## src/rtl/ref_mem_ctrl.sv

```systemverilog
// Reference-memory sequencer: a LOAD phase that writes incoming search-window
// rows into the 32-bank memory, followed by a READ phase that issues the read
// schedule in either 8-row mode or 1-row mode.
module ref_mem_ctrl #(
    parameter int LOAD_ROWS = 64,
    parameter int RD_ADDRS  = 64
) (
    input  logic         clk,
    input  logic         rst_n,
    input  logic         start,
    input  logic         mode,
    input  logic         ref_in_valid,
    input  logic [255:0] ref_in_data,
    output logic         ref_in_ready,
    output logic [255:0] ref_input,
    output logic [31:0]  Bank_sel,
    output logic [223:0] write_address_all,
    output logic [6:0]   rd_address,
    output logic         rd8R_en,
    output logic [3:0]   rdR_sel,
    output logic         busy,
    output logic         done
);

    typedef enum logic [1:0] {
        ST_IDLE = 2'd0,
        ST_LOAD = 2'd1,
        ST_READ = 2'd2,
        ST_DONE = 2'd3
    } state_t;

    state_t         r_state;
    state_t         w_next_state;

    logic           r_mode;
    logic [11:0]    r_row;
    logic [6:0]     r_a;
    logic [2:0]     r_s;
    logic           r_rd_all;

    logic           r_ready;
    logic           r_busy;
    logic           r_done;
    logic [255:0]   r_ref_input;
    logic [31:0]    r_bank_sel;
    logic [223:0]   r_waddr_all;
    logic [6:0]     r_rd_address;
    logic           r_rd8r_en;
    logic [3:0]     r_rdr_sel;

    logic           w_accept;
    logic           w_last_row;
    logic           w_last_rd;
    logic           w_ready_nxt;
    logic           w_busy_nxt;
    logic           w_done_nxt;

    // Beat acceptance only happens in LOAD, where ready is held high.
    assign w_accept   = (r_state == ST_LOAD) && ref_in_valid;
    assign w_last_row = (r_row == 12'(LOAD_ROWS - 1));
    // In 1-row mode the final address is only complete after its 8th select.
    assign w_last_rd  = (r_a == 7'(RD_ADDRS - 1)) && (!r_mode || (r_s == 3'd7));

    // State register.
    always_ff @(posedge clk or negedge rst_n) begin
        if (!rst_n) begin
            r_state <= ST_IDLE;
        end else begin
            r_state <= w_next_state;
        end
    end

    // Next-state logic; start is only honoured in IDLE.
    always_comb begin
        w_next_state = r_state;
        case (r_state)
            ST_IDLE: begin
                if (start) begin
                    w_next_state = ST_LOAD;
                end else begin
                    w_next_state = ST_IDLE;
                end
            end
            ST_LOAD: begin
                if (w_accept && w_last_row) begin
                    w_next_state = ST_READ;
                end else begin
                    w_next_state = ST_LOAD;
                end
            end
            ST_READ: begin
                // One trailing READ cycle lets the last registered read show.
                if (r_rd_all) begin
                    w_next_state = ST_DONE;
                end else begin
                    w_next_state = ST_READ;
                end
            end
            ST_DONE: begin
                w_next_state = ST_IDLE;
            end
            default: begin
                w_next_state = ST_IDLE;
            end
        endcase
    end

    // Status outputs decoded from the next state so their registers align with the state.
    always_comb begin
        w_ready_nxt = 1'b0;
        w_busy_nxt  = 1'b0;
        w_done_nxt  = 1'b0;
        case (w_next_state)
            ST_IDLE: begin
                w_busy_nxt = 1'b0;
            end
            ST_LOAD: begin
                w_ready_nxt = 1'b1;
                w_busy_nxt  = 1'b1;
            end
            ST_READ: begin
                w_busy_nxt = 1'b1;
            end
            ST_DONE: begin
                w_busy_nxt = 1'b1;
                w_done_nxt = 1'b1;
            end
            default: begin
                w_busy_nxt = 1'b0;
            end
        endcase
    end

    // Status output registers.
    always_ff @(posedge clk or negedge rst_n) begin
        if (!rst_n) begin
            r_ready <= 1'b0;
            r_busy  <= 1'b0;
            r_done  <= 1'b0;
        end else begin
            r_ready <= w_ready_nxt;
            r_busy  <= w_busy_nxt;
            r_done  <= w_done_nxt;
        end
    end

    // Write path: register each accepted row with its bank one-hot and bank address.
    always_ff @(posedge clk or negedge rst_n) begin
        if (!rst_n) begin
            r_row       <= 12'd0;
            r_ref_input <= 256'd0;
            r_bank_sel  <= 32'd0;
            r_waddr_all <= 224'd0;
        end else if (w_accept) begin
            r_ref_input <= ref_in_data;
            r_bank_sel  <= 32'd1 << r_row[4:0];
            r_waddr_all <= {32{r_row[11:5]}};
            r_row       <= w_last_row ? 12'd0 : (r_row + 12'd1);
        end else begin
            // Data and address hold; only the enables drop.
            r_bank_sel  <= 32'd0;
        end
    end

    // Read schedule: mode latch, address/select counters and registered read controls.
    always_ff @(posedge clk or negedge rst_n) begin
        if (!rst_n) begin
            r_mode       <= 1'b0;
            r_a          <= 7'd0;
            r_s          <= 3'd0;
            r_rd_all     <= 1'b0;
            r_rd_address <= 7'd0;
            r_rd8r_en    <= 1'b0;
            r_rdr_sel    <= 4'd0;
        end else begin
            if ((r_state == ST_IDLE) && start) begin
                r_mode <= mode;
            end
            if ((r_state == ST_READ) && !r_rd_all) begin
                r_rd_address <= r_a;
                r_rd8r_en    <= !r_mode;
                r_rdr_sel    <= r_mode ? {1'b0, r_s} : 4'd0;
                if (w_last_rd) begin
                    r_rd_all <= 1'b1;
                end else if (!r_mode || (r_s == 3'd7)) begin
                    r_a <= r_a + 7'd1;
                    r_s <= 3'd0;
                end else begin
                    r_s <= r_s + 3'd1;
                end
            end else begin
                r_rd_address <= 7'd0;
                r_rd8r_en    <= 1'b0;
                r_rdr_sel    <= 4'd0;
                // Counters are cleared while loading so each read pass starts at zero.
                if (r_state == ST_LOAD) begin
                    r_a      <= 7'd0;
                    r_s      <= 3'd0;
                    r_rd_all <= 1'b0;
                end
            end
        end
    end

    assign ref_in_ready      = r_ready;
    assign ref_input         = r_ref_input;
    assign Bank_sel          = r_bank_sel;
    assign write_address_all = r_waddr_all;
    assign rd_address        = r_rd_address;
    assign rd8R_en           = r_rd8r_en;
    assign rdR_sel           = r_rdr_sel;
    assign busy              = r_busy;
    assign done              = r_done;

endmodule
```

## config.mk

```make
export PLATFORM = sky130hd
export DESIGN_NAME = ref_mem_ctrl
export DESIGN_NICKNAME = d
export VERILOG_FILES = /design/src/rtl/ref_mem_ctrl.sv
export SDC_FILE = /design/constraint.sdc
export NUM_CORES = 1
export LEC_CHECK = 0
export BUFFER_PORTS_ARGS = -buffer_cell sky130_fd_sc_hd__buf_2
export CORE_AREA = 2 2 306 308
export DETAILED_ROUTE_END_ITERATION = 7
export DIE_AREA = 0 0 308 310
export PLACE_DENSITY = 0.33
export SETUP_SLACK_MARGIN = 0.1
export SLEW_MARGIN = 20
export SYNTH_ARGS = -nofsm -noshare
export SYNTH_HDL_FRONTEND = slang
export SYNTH_SLANG_ARGS = --single-unit
```

## constraint.sdc

```tcl
create_clock -name clk -period 4.9 [get_ports clk]
set_input_delay 0.245 -clock clk [delete_from_list [all_inputs] [get_ports clk]]
set_output_delay 0.245 -clock clk [all_outputs]
set_load 0.02 [all_outputs]
```

# Yosys cells after proc, flatten, opt, wreduce, memory -nomap -nowiden
# Cells that the tools add are included.
[word_totals] inputBits=261 word_cells=70 regBits=553 out_inout_bits=527
[op_classes] shifts=1 muxes=24 eq_ne=12 n_reduce_logical=15 n_addsub=3
[ops] cell="$mux W7" n=5
[ops] cell="$mux W32" n=1
[ops] cell="$shl A1 B5 Y32 const A" n=1
[ops] cell="$mux W3" n=6
[ops] cell="$add A12 B1 Y12 const B" n=1
[ops] cell="$eq A12 B6 Y1 const B" n=1
[ops] cell="$mux W12" n=1
[ops] cell="$eq A2 B2 Y1 const B" n=4
[ops] cell="$mux W1" n=8
[ops] cell="$pmux W2 S4" n=1
[ops] cell="$add A7 B1 Y7 const B" n=1
[ops] cell="$eq A7 B6 Y1 const B" n=1
[ops] cell="$logic_and A1 B1 Y1" n=5
[ops] cell="$eq A2 B1 Y1 const B" n=2
[ops] cell="$logic_not A2 Y1" n=2
[ops] cell="$ne A2 B2 Y1 const B" n=2
[ops] cell="$reduce_and A2 Y1" n=2
[ops] cell="$add A3 B1 Y3 const B" n=1
[ops] cell="$eq A3 B3 Y1 const B" n=1
[ops] cell="$reduce_and A3 Y1" n=1
[ops] cell="$reduce_or A3 Y1" n=1
[ops] cell="$logic_not A1 Y1" n=2
[ops] cell="$mux W2" n=1
[ops] cell="$ne A2 B1 Y1 const B" n=1
[ops] cell="other kinds (3)" n=3

# Logic depth before layout (Yosys ltp)
[depth] ltp_word=8 depth_mapped=7 ltp_nobuf=6

# Worst setup path after synthesis
# No wires, ideal clock.
[synth_timing] path_kind="reg-to-reg" start="register r_s[0]" end="register r_a[5]" synth_period_minus_slack_ns=1.549 arrival_ns=1.423 path_stages_with_launch=7 t_required_ns=4.774 setup_slack_ns=3.351 path_cell_list="dfrtp_1 > ha_1 > ha_1 > nand2b_1 > o211ai_4 > and2_4 > a221o_1"
[synth_between] elab_chain_cells=5
[synth_rtl] element="start: declaration" line="38" source="logic [2:0] r_s;"
[synth_rtl] element="start signal: assignment" line="189" source="r_s <= r_s + 3'd1;"
[synth_rtl] element="$eq A3 B3 Y1 *" line="62, 185"
[synth_rtl] element="$logic_or A1 B1 Y1 *" line="62, 185"
[synth_rtl] element="$logic_and A1 B1 Y1" line="62" source="assign w_last_rd = (r_a == 7'(RD_ADDRS - 1)) && (!r_mode || (r_s == 3'd7));"
[synth_rtl] element="$ne A2 B2 Y1 (no line)"
[synth_rtl] element="$reduce_and A3 Y1 (no line) *"
[synth_rtl] element="end signal: assignment" line="186" source="r_a <= r_a + 7'd1;"
[synth_rtl] element="end: declaration" line="37" source="logic [6:0] r_a;"
# Every way passes the cells marked *; elsewhere a longest branch is shown, timed or not.
# A chain may end at the register's enable or synchronous reset.

# Worst setup path in the final report
[layout_timing] start="register r_state[0]" end="register r_ref_input[159] (netlist: ref_input[159])"
[layout_between] elab_chain_cells=2
[layout_rtl] element="start: declaration" line="32" source="state_t r_state;"
[layout_rtl] element="start signal: assignment" line="69" source="r_state <= w_next_state;"
[layout_rtl] element="$eq A2 B1 Y1" line="59" source="assign w_accept = (r_state == ST_LOAD) && ref_in_valid;"
[layout_rtl] element="$logic_and A1 B1 Y1" line="59"
[layout_rtl] element="end signal: assignment" line="155" source="r_ref_input <= ref_in_data;"
[layout_rtl] element="end: declaration" line="44" source="logic [255:0] r_ref_input;"
# No other way between the ends.

==> impl_summary.log <==
INFO  metric power.switching_fraction = 0.322
INFO  metric syn-num-nets = 1847
INFO  metric post_route_cells_drive_above_1_share = 0.358
INFO  metric crit_path_capture_type = register
INFO  metric pwr-share-comb = 0.221
INFO  metric finalSetupTns = 0 ns
INFO  metric die_area = 95500 µm²
INFO  metric total_congestion_overflow_after_global_routing = 0
INFO  metric max-cap-violations = 0
INFO  metric numCtsBuffers = 45
INFO  metric cts_max_level = 2
INFO  metric core_area = 92500 µm²
INFO  metric die_h = 310 µm
INFO  metric finalWirelength = 52200 µm
INFO  metric power.share.clock = 0.391
INFO  metric rows = 112
INFO  metric outcome = finished, final reports clean
INFO  metric design.portCount = 788
INFO  metric synth-edff-count = 0
INFO  metric max-slew-margin-rel = 0.357
INFO  metric postLayoutCoreUtil = 0.238
INFO  metric min-delay-path-class = in -> async
INFO  metric cp_data_required_time = 5.37 ns
INFO  metric placed_insts = 3282
INFO  metric sw_power = 2.71 mW
INFO  metric fillerInstances = 10200
INFO  metric initial_antenna_violation_count = 1
INFO  metric grt_setup_unrepaired = no
INFO  metric path_class = reg -> reg
INFO  metric final_hold_viol_count = 0
INFO  metric final_antenna_net_count = 0
INFO  metric dp_hpwl = 36800 µm
INFO  metric post_synth_main_area_contributors = sky130_fd_sc_hd__dfrtp_1 (59%), sky130_fd_sc_hd__nand2_1 (21%), sky130_fd_sc_hd__buf_4 (12%), sky130_fd_sc_hd__buf_2 (1.9%), sky130_fd_sc_hd__nor2_1 (1.2%)
INFO  metric cts.sinks = 335
INFO  metric die_w = 308 µm
INFO  metric routed-via-count = 12800
INFO  metric drc = 0
INFO  metric area.sequential = 8380 µm²
INFO  metric inserted_diodes = 0
INFO  metric dr.pass1.iters = 4
INFO  metric synth.lib_cells_used.distinct = 43
INFO  metric synthesis.area = 14300 µm²
INFO  metric avgRoutedWirePerCell = 14.4 µm
INFO  metric final_design_area_no_fill = 22000 µm²
INFO  metric place_area = 17900 µm²
INFO  metric grt.total_usage = 0.103
INFO  metric multi_input_logic_area = 3950 µm²
INFO  metric fin_worst_skew = 0.0165 ns
INFO  metric syn_avg_cell_area = 9.08 µm²
INFO  metric p_seq_frac = 0.389
INFO  metric fmax = 0.471 GHz
INFO  metric finalNetCount = 2662
INFO  metric placement.io_buffers = 786
INFO  metric cts.path.max_buffers = 3
INFO  metric synth-async-reset-ratio = 1.00
INFO  metric ys_ff_latch = 335
INFO  metric final_max_slew_viol_count = 0
INFO  metric cellPowerDensity = 382 nW/µm²
INFO  metric number_of_vias_per_cell = 3.53
INFO  metric final_cells = 3622
INFO  metric p_r_area_growth_vs_syn = 53.7%
INFO  metric worstMarginPinSlew = 0.965 ns
INFO  metric gpl.final_weighted_congestion = 0.746
INFO  metric worst_ir_drop_vdd = 0.194 mV
INFO  metric met3_length = 3270 µm
INFO  metric ctsRootBufferMaster = sky130_fd_sc_hd__clkbuf_16
INFO  metric final_min_period_over_clock_period = 0.433
INFO  metric clkTransAtPathRegs = 0.06 ns
INFO  metric synth_most_common_cell = sky130_fd_sc_hd__nand2_1
INFO  metric worstSkewPairLatency = 0.58 ns
INFO  metric synth_sequential_area_ratio = 0.586
INFO  metric first_global_vias = 12700
INFO  metric number_of_endpoints_failing_setup_at_the_final_stage = 0
INFO  metric grt_first_pass_wirelength = 76100 µm
INFO  metric finalCriticalPeriod = 2.12 ns
INFO  metric dominantRegCellSynth = sky130_fd_sc_hd__dfrtp_1
INFO  metric cells_resized_by_post_cts_repair = 0
INFO  metric route.met2.wl = 27500 µm
INFO  metric netlist.area_leader.share = 0.586
INFO  metric ys.warnings.count = 0
INFO  metric synthTopCellsByCount = sky130_fd_sc_hd__nand2_1 (812), sky130_fd_sc_hd__dfrtp_1 (335), sky130_fd_sc_hd__buf_4 (221)
INFO  metric tritoncts = yes
INFO  metric synthesis.instances = 1577
INFO  metric met1Wirelength = 20000 µm
INFO  metric grt_max_degree = 140
INFO  metric internal_power = 5.70 mW
INFO  metric worstSetupStartpointType = register
INFO  metric cp.arrival = 2.59 ns
INFO  metric initial_utilization = 0.155
INFO  metric total_power = 8.41 mW
INFO  metric drt_first_iter_violations = 501
INFO  metric timing.critical_path.fanout_max = 139
INFO  metric power.static_leakage = 12.4 nW
INFO  metric synth_largest_area_cell = sky130_fd_sc_hd__dfrtp_1
INFO  metric highest-signal-layer = met4
[path summary, 6_finish.rpt]
path / start / end / slack, ns / cells after the start
setup / recovery: r_state[0] / ref_input[159] / 2.78 / 4
hold / removal: rst_n / ref_input[255] / 0.26 / 2
setup reg to reg: r_state[0] / ref_input[159] / 2.78 / 4
hold reg to reg: ref_input[221] / ref_input[221] / 0.47 / 2
max in group asynchronous: rst_n / ref_input[11] / 3.22 / 3
min in group clk: ref_in_valid / ref_input[21] / 0.30 / 4
[layout make-up]
class / instances / area share
Clock buffer: 70 / 0.0615
Clock inverter: 10 / 0.00495
Inverter: 7 / 0.00119
Multi-Input combinational cell: 950 / 0.179
Sequential cell: 335 / 0.381
Tap cell: 1197 / 0.0681
Timing Repair Buffer: 1053 / 0.304
[power groups by stage]
| stage | clock [mW] | combinational, mW | sequential [mW] |
|---|---|---|---|
| floorplan | 0 | 0.761 | 3.62 |
| global placement | 0 | 1.72 | 3.31 |
| detailed placement | 0 | 1.73 | 3.31 |
| CTS | 3.46 | 1.90 | 3.27 |
| global route | 3.56 | 2.03 | 3.31 |
| finish | 3.28 | 1.86 | 3.27 |
[cells by family (layout without fill, tap and decap cells)]
group / after synthesis / after routing / synth area share
buffers and inverters: 292 / 1140 / 0.139
AOI/OAI and AO/OA: 25 / 25 / 0.0132
adders and majority gates: 9 / 9 / 0.00787
other: 1 / 1 / 0.000262
DFF: 335 / 335 / 0.586
muxes: 2 / 2 / 0.00157
xor gates and xnor gates: 7 / 7 / 0.00428
and+or+nand+nor: 906 / 906 / 0.248
[per-stage QoR]
step           setup WS, ns  hold WS [ns]
4_1_cts                2.74         0.258
6_report               2.78         0.259
3_5_place_dp           2.75         0.328
2_1_floorplan          3.35       -0.0506
5_1_grt                2.68         0.292
3_3_place_gp           2.79         0.315
[routing by layer]
| metal | GRT usage | vias to the layer above |
|---|---|---|
| met5 | 0 | - |
| met4 | 0.0370 | 0 |
| met3 | 0.0270 | 81 |
| met2 | 0.189 | 457 |
| met1 | 0.113 | 6030 |
| li1 | - | 6224 |
[registers in the layout (all words and copies together), names as in the netlist, 3 cells and up]
register,count
rdR_sel,3
r_a,7
Bank_sel,32
rd_address,7
write_address_all,7
ref_input,256
r_s,3
r_row,12
[critical path, cell delays in order (launching register included)]
cell and delay [ns]:
sky130_fd_sc_hd__dfrtp_1 0.54, sky130_fd_sc_hd__nand3b_1 0.46, sky130_fd_sc_hd__buf_12 0.35, sky130_fd_sc_hd__nand2_1 0.26, sky130_fd_sc_hd__nand2_1 0.07
[layout by cell type (no fill, tap or decap), types with 4 or more instances in the layout]
cell                            Yosys  layout
sky130_fd_sc_hd__and3_1             6       6
sky130_fd_sc_hd__buf_2             54     785
sky130_fd_sc_hd__nand2b_1           5       5
sky130_fd_sc_hd__clkbuf_1           7      14
sky130_fd_sc_hd__nand2_1          812     812
sky130_fd_sc_hd__clkbuf_16          0      47
sky130_fd_sc_hd__nor2_1            46      46
sky130_fd_sc_hd__xnor2_1            4       4
sky130_fd_sc_hd__o21ai_0            7       7
sky130_fd_sc_hd__nor3_1             7       7
sky130_fd_sc_hd__and2_1             6       6
sky130_fd_sc_hd__inv_1              7       7
sky130_fd_sc_hd__dfrtp_1          335     335
sky130_fd_sc_hd__buf_12             0       7
sky130_fd_sc_hd__dlygate4sd3_1      0     260
sky130_fd_sc_hd__ha_1               9       9
sky130_fd_sc_hd__nand3_1            8       8
sky130_fd_sc_hd__clkinv_2           0       5
sky130_fd_sc_hd__clkbuf_8           0       9
[what timing repair did]
action | 4_1_cts | 5_1_grt
setup buffers | 0 | 0
endpoints found under the hold margin | 343 | 0
hold buffers | 260 | 0
Power figures use the tool's default switching activity.
